**src/rtl/p_clk_div_pkg.sv**
```systemverilog
// Shared constants and helpers for the multi-channel clock divider.
package p_clk_div_pkg;

    // Divisors below this value stop a channel.
    localparam int unsigned DIV_MIN = 2;

    // Edge cause for a channel, in rising priority (reset sits above all of these).
    typedef enum logic [1:0] {
        EvCount    = 2'd0,
        EvBoundary = 2'd1,
        EvSync     = 2'd2
    } ev_e;

    // First phase count of the high half: D - floor(D/2). The caller truncates
    // the result to its counter width.
    function automatic logic [31:0] high_start(input logic [31:0] d);
        return d - (d >> 1);
    endfunction

endpackage

```
**src/rtl/p_clk_div_ch.sv**
```systemverilog
// One divider channel: phase counter, active divisor, shadow divisor and pending flag.
module p_clk_div_ch
    import p_clk_div_pkg::*;
#(
    parameter int unsigned CNT_WIDTH   = 8,
    parameter int unsigned DEFAULT_DIV = 12
) (
    input  logic                 i_clk,
    input  logic                 i_reset,
    input  logic                 i_sync,
    input  logic                 i_load,
    input  logic [CNT_WIDTH-1:0] i_div,
    output logic                 o_div_clk,
    output logic                 o_tick,
    output logic                 o_pending
);

    logic [CNT_WIDTH-1:0] cnt_q, cnt_d;
    logic [CNT_WIDTH-1:0] act_q, act_d;
    logic [CNT_WIDTH-1:0] shadow_q, shadow_d;
    logic                 pending_q, pending_d;
    logic                 div_clk_q, div_clk_d;
    logic                 tick_q, tick_d;
    logic                 stopped;
    logic                 at_last;
    logic                 stopped_d;
    logic [CNT_WIDTH-1:0] hi_start_d;
    ev_e                  ev;

    assign stopped = act_q < CNT_WIDTH'(DIV_MIN);
    assign at_last = !stopped && (cnt_q == act_q - CNT_WIDTH'(1));

    // Select the highest-priority event for this edge.
    always_comb begin
        ev = EvCount;
        if (i_sync) begin
            ev = EvSync;
        end else if (at_last || (stopped && pending_q)) begin
            ev = EvBoundary;
        end
    end

    // Next-state for counter and divisor bookkeeping; a load on an application edge bypasses
    // the shadow register.
    always_comb begin
        cnt_d     = stopped ? '0 : cnt_q + CNT_WIDTH'(1);
        act_d     = act_q;
        shadow_d  = shadow_q;
        pending_d = pending_q;
        unique case (ev)
            EvSync, EvBoundary: begin
                cnt_d     = '0;
                pending_d = 1'b0;
                if (i_load) begin
                    act_d = i_div;
                end else if (pending_q) begin
                    act_d = shadow_q;
                end
            end
            default: begin
                if (i_load) begin
                    shadow_d  = i_div;
                    pending_d = 1'b1;
                end
            end
        endcase
    end

    // Outputs are decoded from the next counter/divisor so they register in step with cnt.
    always_comb begin
        stopped_d  = act_d < CNT_WIDTH'(DIV_MIN);
        hi_start_d = CNT_WIDTH'(high_start(32'(act_d)));
        div_clk_d  = !stopped_d && (cnt_d >= hi_start_d);
        tick_d     = !stopped_d && (cnt_d == act_d - CNT_WIDTH'(1));
    end

    // State registers with asynchronous reset to the default divisor.
    always_ff @(posedge i_clk or posedge i_reset) begin
        if (i_reset) begin
            cnt_q     <= '0;
            act_q     <= CNT_WIDTH'(DEFAULT_DIV);
            shadow_q  <= '0;
            pending_q <= 1'b0;
            div_clk_q <= 1'b0;
            tick_q    <= 1'b0;
        end else begin
            cnt_q     <= cnt_d;
            act_q     <= act_d;
            shadow_q  <= shadow_d;
            pending_q <= pending_d;
            div_clk_q <= div_clk_d;
            tick_q    <= tick_d;
        end
    end

    assign o_div_clk = div_clk_q;
    assign o_tick    = tick_q;
    assign o_pending = pending_q;

endmodule

```
**src/rtl/p_clk_div_multi.sv**
```systemverilog
// Multi-channel programmable clock divider: NUM_CH independent channels sharing a sync.
module p_clk_div_multi
    import p_clk_div_pkg::*;
#(
    parameter int unsigned NUM_CH      = 4,
    parameter int unsigned CNT_WIDTH   = 8,
    parameter int unsigned DEFAULT_DIV = 12
) (
    input  logic                        i_clk,
    input  logic                        i_reset,
    input  logic                        i_sync,
    input  logic [NUM_CH-1:0]           i_load,
    input  logic [NUM_CH*CNT_WIDTH-1:0] i_div,
    output logic [NUM_CH-1:0]           o_div_clk,
    output logic [NUM_CH-1:0]           o_tick,
    output logic [NUM_CH-1:0]           o_pending
);

    // One channel per divisor slice.
    for (genvar k = 0; k < NUM_CH; k++) begin : g_ch
        p_clk_div_ch #(
            .CNT_WIDTH  (CNT_WIDTH),
            .DEFAULT_DIV(DEFAULT_DIV)
        ) u_ch (
            .i_clk    (i_clk),
            .i_reset  (i_reset),
            .i_sync   (i_sync),
            .i_load   (i_load[k]),
            .i_div    (i_div[k*CNT_WIDTH +: CNT_WIDTH]),
            .o_div_clk(o_div_clk[k]),
            .o_tick   (o_tick[k]),
            .o_pending(o_pending[k])
        );
    end

endmodule

```
**config.mk**
```make
export PLATFORM = sky130hd
export DESIGN_NAME = p_clk_div_multi
export DESIGN_NICKNAME = d
export VERILOG_FILES = /design/src/rtl/p_clk_div_pkg.sv /design/src/rtl/p_clk_div_ch.sv /design/src/rtl/p_clk_div_multi.sv
export SDC_FILE = /design/constraint.sdc
export NUM_CORES = 1
export LEC_CHECK = 0
export CAP_MARGIN = 5
export CORE_MARGIN = 2
export CORE_UTILIZATION = 25
export DETAILED_ROUTE_END_ITERATION = 10
export HOLD_SLACK_MARGIN = 0.15
export PLACE_DENSITY_LB_ADDON = 0.15
export SETUP_SLACK_MARGIN = 0.02
export SLEW_MARGIN = 20
export SYNTH_ARGS = -nofsm -noshare
export SYNTH_HDL_FRONTEND = slang
export SYNTH_HIERARCHICAL = 1
export SYNTH_SLANG_ARGS = --single-unit
export TNS_END_PERCENT = 5
```
**constraint.sdc**
```tcl
create_clock -name i_clk -period 5.9 [get_ports i_clk]
set_input_delay 1.18 -clock i_clk [delete_from_list [all_inputs] [get_ports i_clk]]
set_output_delay 1.18 -clock i_clk [all_outputs]
set_load 0.01 [all_outputs]
```
# Yosys cells after proc, flatten, opt, wreduce, memory -nomap -nowiden
# Cells that the tools add are included.
word_totals:
  regBits: 108
  latchBits: 0
  ram_bits: 0
  mem_bits_ro: 0
  n_memories: 0
op_classes:
  add_sub_neg: 16
  n_mul: 0
  div: 0
  magnitude_cmp: 12
  n_eq_ne: 16
  n_shift: 0
  n_mux: 36
  n_bitwise: 4
  n_reduce_logical: 40
ops:
  columns: ["cell", "n"]
  rows:
  - ["$mux W8", 20]
  - ["$eq A8 B8 Y1", 8]
  - ["$lt A8 B2 Y1 const B", 8]
  - ["$sub A8 B1 Y8 const B", 8]
  - ["$add A8 B1 Y8 const B", 4]
  - ["$ge A8 B8 Y1", 4]
  - ["$sub A8 B7 Y8", 4]
  - ["$logic_and A1 B1 Y1", 16]
  - ["$mux W1", 12]
  - ["$eq A2 B1 Y1 const B", 4]
  - ["$eq A2 B2 Y1 const B", 4]
  - ["$logic_not A1 Y1", 8]
  - ["$mux W2", 4]
  - ["$reduce_and A2 Y1", 4]
  - ["$reduce_bool A2 Y1", 4]
  - ["$reduce_or A2 Y1", 4]
  - ["$logic_or A1 B1 Y1", 4]
  - ["$not A1 Y1", 4]

# Logic depth before layout (Yosys ltp)
depth:
  word_depth: 12
  ltp_mapped: 24
  depth_no_buf: 24

# By module
# Netlist, hierarchy kept.
by_module_without_submodules:
  columns: ["module", "instances", "cells_each", "area_each_um2"]
  rows:
  - ["p_clk_div_ch (g_ch[0].u_ch ...)", 2, 267, 2486.1]
  - ["p_clk_div_ch (g_ch[1].u_ch)", 1, 293, 2570.0]
  - ["p_clk_div_ch (g_ch[3].u_ch)", 1, 246, 2280.9]

# Worst setup path after synthesis
# Ideal clock, no wire load.
synth_timing:
  kind: "input to register"
  from: "input i_load[0]"
  to: "register g_ch[0].u_ch.div_clk_q"
  setup_ps: 118
  arrival_time_ps: 4340
  required_time_ps: 5782
  setup_slack_ps: 1443
  path_stages: 18
  path_buffers: 0
  cell_sequence: "nor2_1 and3b_2 nand4_1 nand2_1 o22ai_1 ha_1 inv_1 fa_1 inv_1 ha_1 a21o_1 a21o_1 a21o_1 a21o_1 a21o_1 a21o_1 a21oi_1 nor2_1"
synth_between:
  elab_chain_len: 5
  word_cells_on_any_way: 7
  cone_classes: "add/sub: 1; order compare: 2; mux: 2; reduce/logical: 2"
synth_lines:
  columns: ["item", "line_no", "text"]
  rows:
  - ["start: declaration", "p_clk_div_multi.sv:12", "input logic [NUM_CH-1:0] i_load,"]
  - ["$mux W8 *", "p_clk_div_ch.sv:54", "if (i_load) begin"]
  - ["$mux W8 *", "p_clk_div_ch.sv:50", "unique case (ev)"]
  - ["via g_ch[0].u_ch.act_d[1]", "p_clk_div_ch.sv:19", "logic [CNT_WIDTH-1:0] act_q, act_d;"]
  - ["$sub A8 B7 Y8 / $lt A8 B2 Y1 (equally long branches)", "p_clk_div_pkg.sv:17, p_clk_div_ch.sv:71", null]
  - ["$ge A8 B8 Y1 / $logic_not A1 Y1 (equally long branches)", "p_clk_div_ch.sv:73", "div_clk_d = !stopped_d && (cnt_d >= hi_start_d);"]
  - ["$logic_and A1 B1 Y1 *", "p_clk_div_ch.sv:73", null]
  - ["via g_ch[0].u_ch.div_clk_d", "p_clk_div_ch.sv:22", "logic div_clk_q, div_clk_d;"]
  - ["end signal: assignment", "p_clk_div_ch.sv:91", "div_clk_q <= div_clk_d;"]
  - ["end: declaration", "p_clk_div_ch.sv:22", null]
# The timed path passes the listed nets; every way through them passes the cells marked *.
# A chain may end at the register's enable or synchronous reset.

# Worst setup path after layout
layout_timing:
  from: "register g_ch[1].u_ch.act_q[1]"
  to: "register g_ch[1].u_ch.div_clk_q"
layout_between:
  elab_chain_len: 12
  word_cells_on_any_way: 22
  cone_classes: "add/sub: 2; order compare: 3; eq/ne: 3; mux: 7; reduce/logical: 7"
layout_lines:
  columns: ["item", "line_no", "text"]
  rows:
  - ["start: declaration", "p_clk_div_ch.sv:19", null]
  - ["start signal: assignment", "p_clk_div_ch.sv:81", "act_q <= CNT_WIDTH'(DEFAULT_DIV);"]
  - ["start signal: assignment", "p_clk_div_ch.sv:88", "act_q <= act_d;"]
  - ["$sub A8 B1 Y8 / $lt A8 B2 Y1 (equally long branches)", "p_clk_div_ch.sv:31, p_clk_div_ch.sv:30", null]
  - ["$eq A8 B8 Y1 / $logic_not A1 Y1 (equally long branches)", "p_clk_div_ch.sv:31", "assign at_last = !stopped && (cnt_q == act_q - CNT_WIDTH'(1));"]
  - ["$logic_and A1 B1 Y1", "p_clk_div_ch.sv:31", null]
  - ["$logic_or A1 B1 Y1", "p_clk_div_ch.sv:38", "end else if (at_last || (stopped && pending_q)) begin"]
  - ["$mux W1", "p_clk_div_ch.sv:38", null]
  - ["$mux W2", "p_clk_div_ch.sv:36", "if (i_sync) begin"]
  - ["$eq A2 B2 Y1 / $eq A2 B1 Y1 (equally long branches)", "p_clk_div_ch.sv:50", null]
  - ["$reduce_or A2 Y1", "p_clk_div_ch.sv:50", null]
  - ["$mux W8", "p_clk_div_ch.sv:50", null]
  - ["$sub A8 B7 Y8 / $lt A8 B2 Y1 (equally long branches)", "p_clk_div_pkg.sv:17, p_clk_div_ch.sv:71", null]
  - ["$ge A8 B8 Y1 / $logic_not A1 Y1 (equally long branches)", "p_clk_div_ch.sv:73", null]
  - ["$logic_and A1 B1 Y1 *", "p_clk_div_ch.sv:73", null]
  - ["via g_ch[1].u_ch.div_clk_d", "p_clk_div_ch.sv:22", null]
  - ["end signal: assignment", "p_clk_div_ch.sv:91", null]
  - ["end: declaration", "p_clk_div_ch.sv:22", null]
# Marked as above.

==> impl_metrics.csv <==
group,metric,value,unit
die,start_util,0.254,
synthesis,syn-instance-count,1073,
clock_network,insertion_delay,370,ps
routing,ant_nets,0,
timing,maxSlewViolCount,0,
die,io_pins,51,
routing,detail_route.drc_violations,0,
finish,drive_above_1_share,0.126,
setup_path,path_max_fanout,9,
clock_network,post_cts_buffers,0,
routing,first_iter_violations,488,
routing,vias_per_cell,4.70,
power_and_ir_drop,p_total,3.18,mW
timing,period_needed,5150,ps
synthesis,syn_area_per_cell,9.15,um2
power_and_ir_drop,p_leak,5.08,nW
clock_network,cts-root-buf,"clkbuf_16",
synthesis,yosys_warnings,6,
routing,drtPass1Iterations,5,
die,die_width,202,um
synthesis,synth_seq_cells,108,
clock_network,clk_path_buf_depth,2,
finish,syn_to_final_growth,14.7,%
die,row_count,72,
global_routing,grt.overflow.total,0,
timing,hold_viol,0,
timing,worst_slew_pin_slew,773,ps
clock_network,clock-sinks,108,
routing,wl,27.7,mm
finish,antenna_cells,0,
placement,dp_hpwl,21.8,mm
setup_path,arrival,5390,ps
timing,finalSetupViolCount,0,
clock_network,cts_hold_buf,0,
run,drv_cap,0,
setup_path,worstPathRequired,6140,ps
power_and_ir_drop,powerDensity,282,nW/um2
setup_path,setup.worst_path.class,"reg2reg",
placement,place.gp.congestion,0.815,
finish,nNetsFinal,1282,
die,die_h,202,um
power_and_ir_drop,ir_drop,0.155,mV
synthesis,synth-async-reset-ratio,1.00,
finish,layout_commonest_cell,"ha_1",
synthesis,ys_seq_area_frac,0.276,
routing,wl_per_cell,16.8,um
clock_network,cts.clk_slew.worst_paths,70,ps
timing,fin_crit_sh,0.873,
hold_path,hp-class,"reg2reg",
setup_path,cp-end-kind,"flop",
synthesis,synth_edf_count,0,
global_routing,grt_pass1_wl,44.4,mm
setup_path,critPathLaunchType,"flop",
clock_network,cts_tree,"built",
synthesis,synth_fp_nets,1224,
global_routing,antenna_found_initial,0,
synthesis,synthFlopType,"dfrtp_1",
global_routing,grt_max_degree,28,
placement,portBuffers,50,
global_routing,first_global_vias,7838,
clock_network,cts_max_level,3,
die,fp.dieArea,40900,um2
timing,tns,0,ps
synthesis,ys_types,96,
clock_network,ctsResizeCount,0,
global_routing,grt_usage,0.138,
clock_network,cts_made_buffers,9,
die,fp.coreArea,38700,um2
timing,rsz0062_at_grt,"false",
timing,fmax,194,MHz
timing,slew_headroom,0.479,
synthesis,syn_area,9820,um2
run_status,outcome,"finished, final reports clean",
finish,final_cell_mix,"108 x ha_1, 101 x nor2_1, 100 x dfrtp_1, 99 x inv_1, 64 x xnor2_1",
timing,fin_skew,9.32,ps
routing,vias,7774,
-- flip-flops by register name, summed over array words and instances, names as in the netlist --
register / flops
g_ch.u_ch/act_q: 32
g_ch.u_ch/cnt_q: 32
g_ch.u_ch/shadow_q: 32
g_ch.u_ch/o_tick: 4
g_ch.u_ch/o_pending: 4
g_ch.u_ch/o_div_clk: 4
-- where the power goes --
part	switching, mW	internal, mW	total, mW
registers	0.143	0.842	0.985
logic	0.856	0.713	1.57
clock network	0.300	0.329	0.629
total	1.30	1.88	3.18
-- layer usage --
metal	global-route usage	up-vias	part of all wire
met1	0.196	3689	0.51
met2	0.219	123	0.44
met4	0.0373	0	0.017
met3	0.0208	29	0.028
li1	-	3933	-
met5	0	-	0
-- path summary, 6_finish.rpt --
kind,slack [ps],endpoint,from,cells after the start
max,750,g_ch[1].u_ch/o_div_clk,g_ch[1].u_ch/act_q[1],21
min,480,g_ch[3].u_ch/shadow_q[6],g_ch[3].u_ch/shadow_q[6],2
max reg2reg,750,g_ch[1].u_ch/o_div_clk,g_ch[1].u_ch/act_q[1],21
min reg2reg,480,g_ch[3].u_ch/shadow_q[6],g_ch[3].u_ch/shadow_q[6],2
max in group asynchronous,4000,g_ch[1].u_ch/o_pending,i_reset,3
min in group asynchronous,1260,g_ch[1].u_ch/cnt_q[4],i_reset,2
-- cell type report --
| type | count | area [um2] |
|---|---|---|
| clock buffers | 13 | 240 |
| well taps | 518 | 648 |
| flip-flops and latches | 108 | 2710 |
| multi-input cells | 843 | 6600 |
| fillers | 4155 | 27500 |
| clock inverters | 2 | 37.5 |
| repair buffers | 70 | 651 |
| inverters | 99 | 372 |
-- cells in the mapped netlist (4+ instances only) --
cell      instances  area, um2
ha_1            108       1350
nor2_1          101        379
dfrtp_1         100       2500
inv_1            99        372
xnor2_1          64        561
nand2_1          55        206
nand3_1          40        200
xor2_1           39        342
a21oi_1          36        180
nor3_1           32        160
o21ai_0          32        160
a21o_1           24        180
mux2_2           24        270
o22ai_1          17        106
nand2b_1         13       81.3
nor2b_1          13       81.3
or3_1            12       75.1
a22oi_1          11       82.6
clkbuf_1         11       41.3
nor3_2           11        110
and2_1           10       62.6
and3_1           10       62.6
o21bai_1         10       75.1
or2_2            10       62.6
dfstp_2           8        210
o21a_1            8       60.1
a41oi_1           7       61.3
and4b_1           6       60.1
mux2i_1           6       60.1
nand4_1           6       37.5
and4b_2           5       56.3
nor4_4            5        106
a211oi_2          4       50.1
a221oi_1          4       35.0
a22o_1            4       35.0
buf_4             4       30.0
buf_6             4       45.0
fa_1              4       80.1
nand4b_1          4       35.0
nor3b_1           4       30.0
o21ba_2           4       40.0
-- metrics by stage --
stage / std cells / instance area, um2 / utilization / hold slack, ps / setup slack [ps]
floorplan: 1073 / 9820 / - / 451 / 1440
global placement: 1638 / 11000 / 0.284 / 462 / 478
detailed placement: 1638 / 11000 / 0.284 / 472 / 404
CTS: 1653 / 11300 / 0.291 / 490 / 776
global route: 1653 / 11300 / 0.291 / 515 / 474
finish: 1653 / 11300 / 0.291 / 484 / 748
-- worst max-delay path: stages (launching register included) --
cell      delay, ps
dfrtp_1         470
inv_1           110
ha_1            270
o21ba_2         230
a221oi_2        350
o32ai_2         170
nor4_4          620
o21ai_0         300
and2_2          290
ha_1            220
inv_1            70
fa_1            410
inv_1            70
ha_1            210
a21o_1          150
a21o_1          160
a21o_1          170
a21o_1          180
a21o_1          190
a21o_1          170
a21oi_1         130
nor2_1           50
-- kinds of logic after synthesis --
kind of cell,Yosys count,synth area share
XOR/XNOR,106,0.0988
AO/OA/AOI/OAI,227,0.181
buffers and inverters,122,0.0516
flip-flops,108,0.276
multiplexers,30,0.0336
AND/OR/NAND/NOR,368,0.213
adder cells (fa/ha/maj),112,0.146
Power figures use the tool's default switching activity.
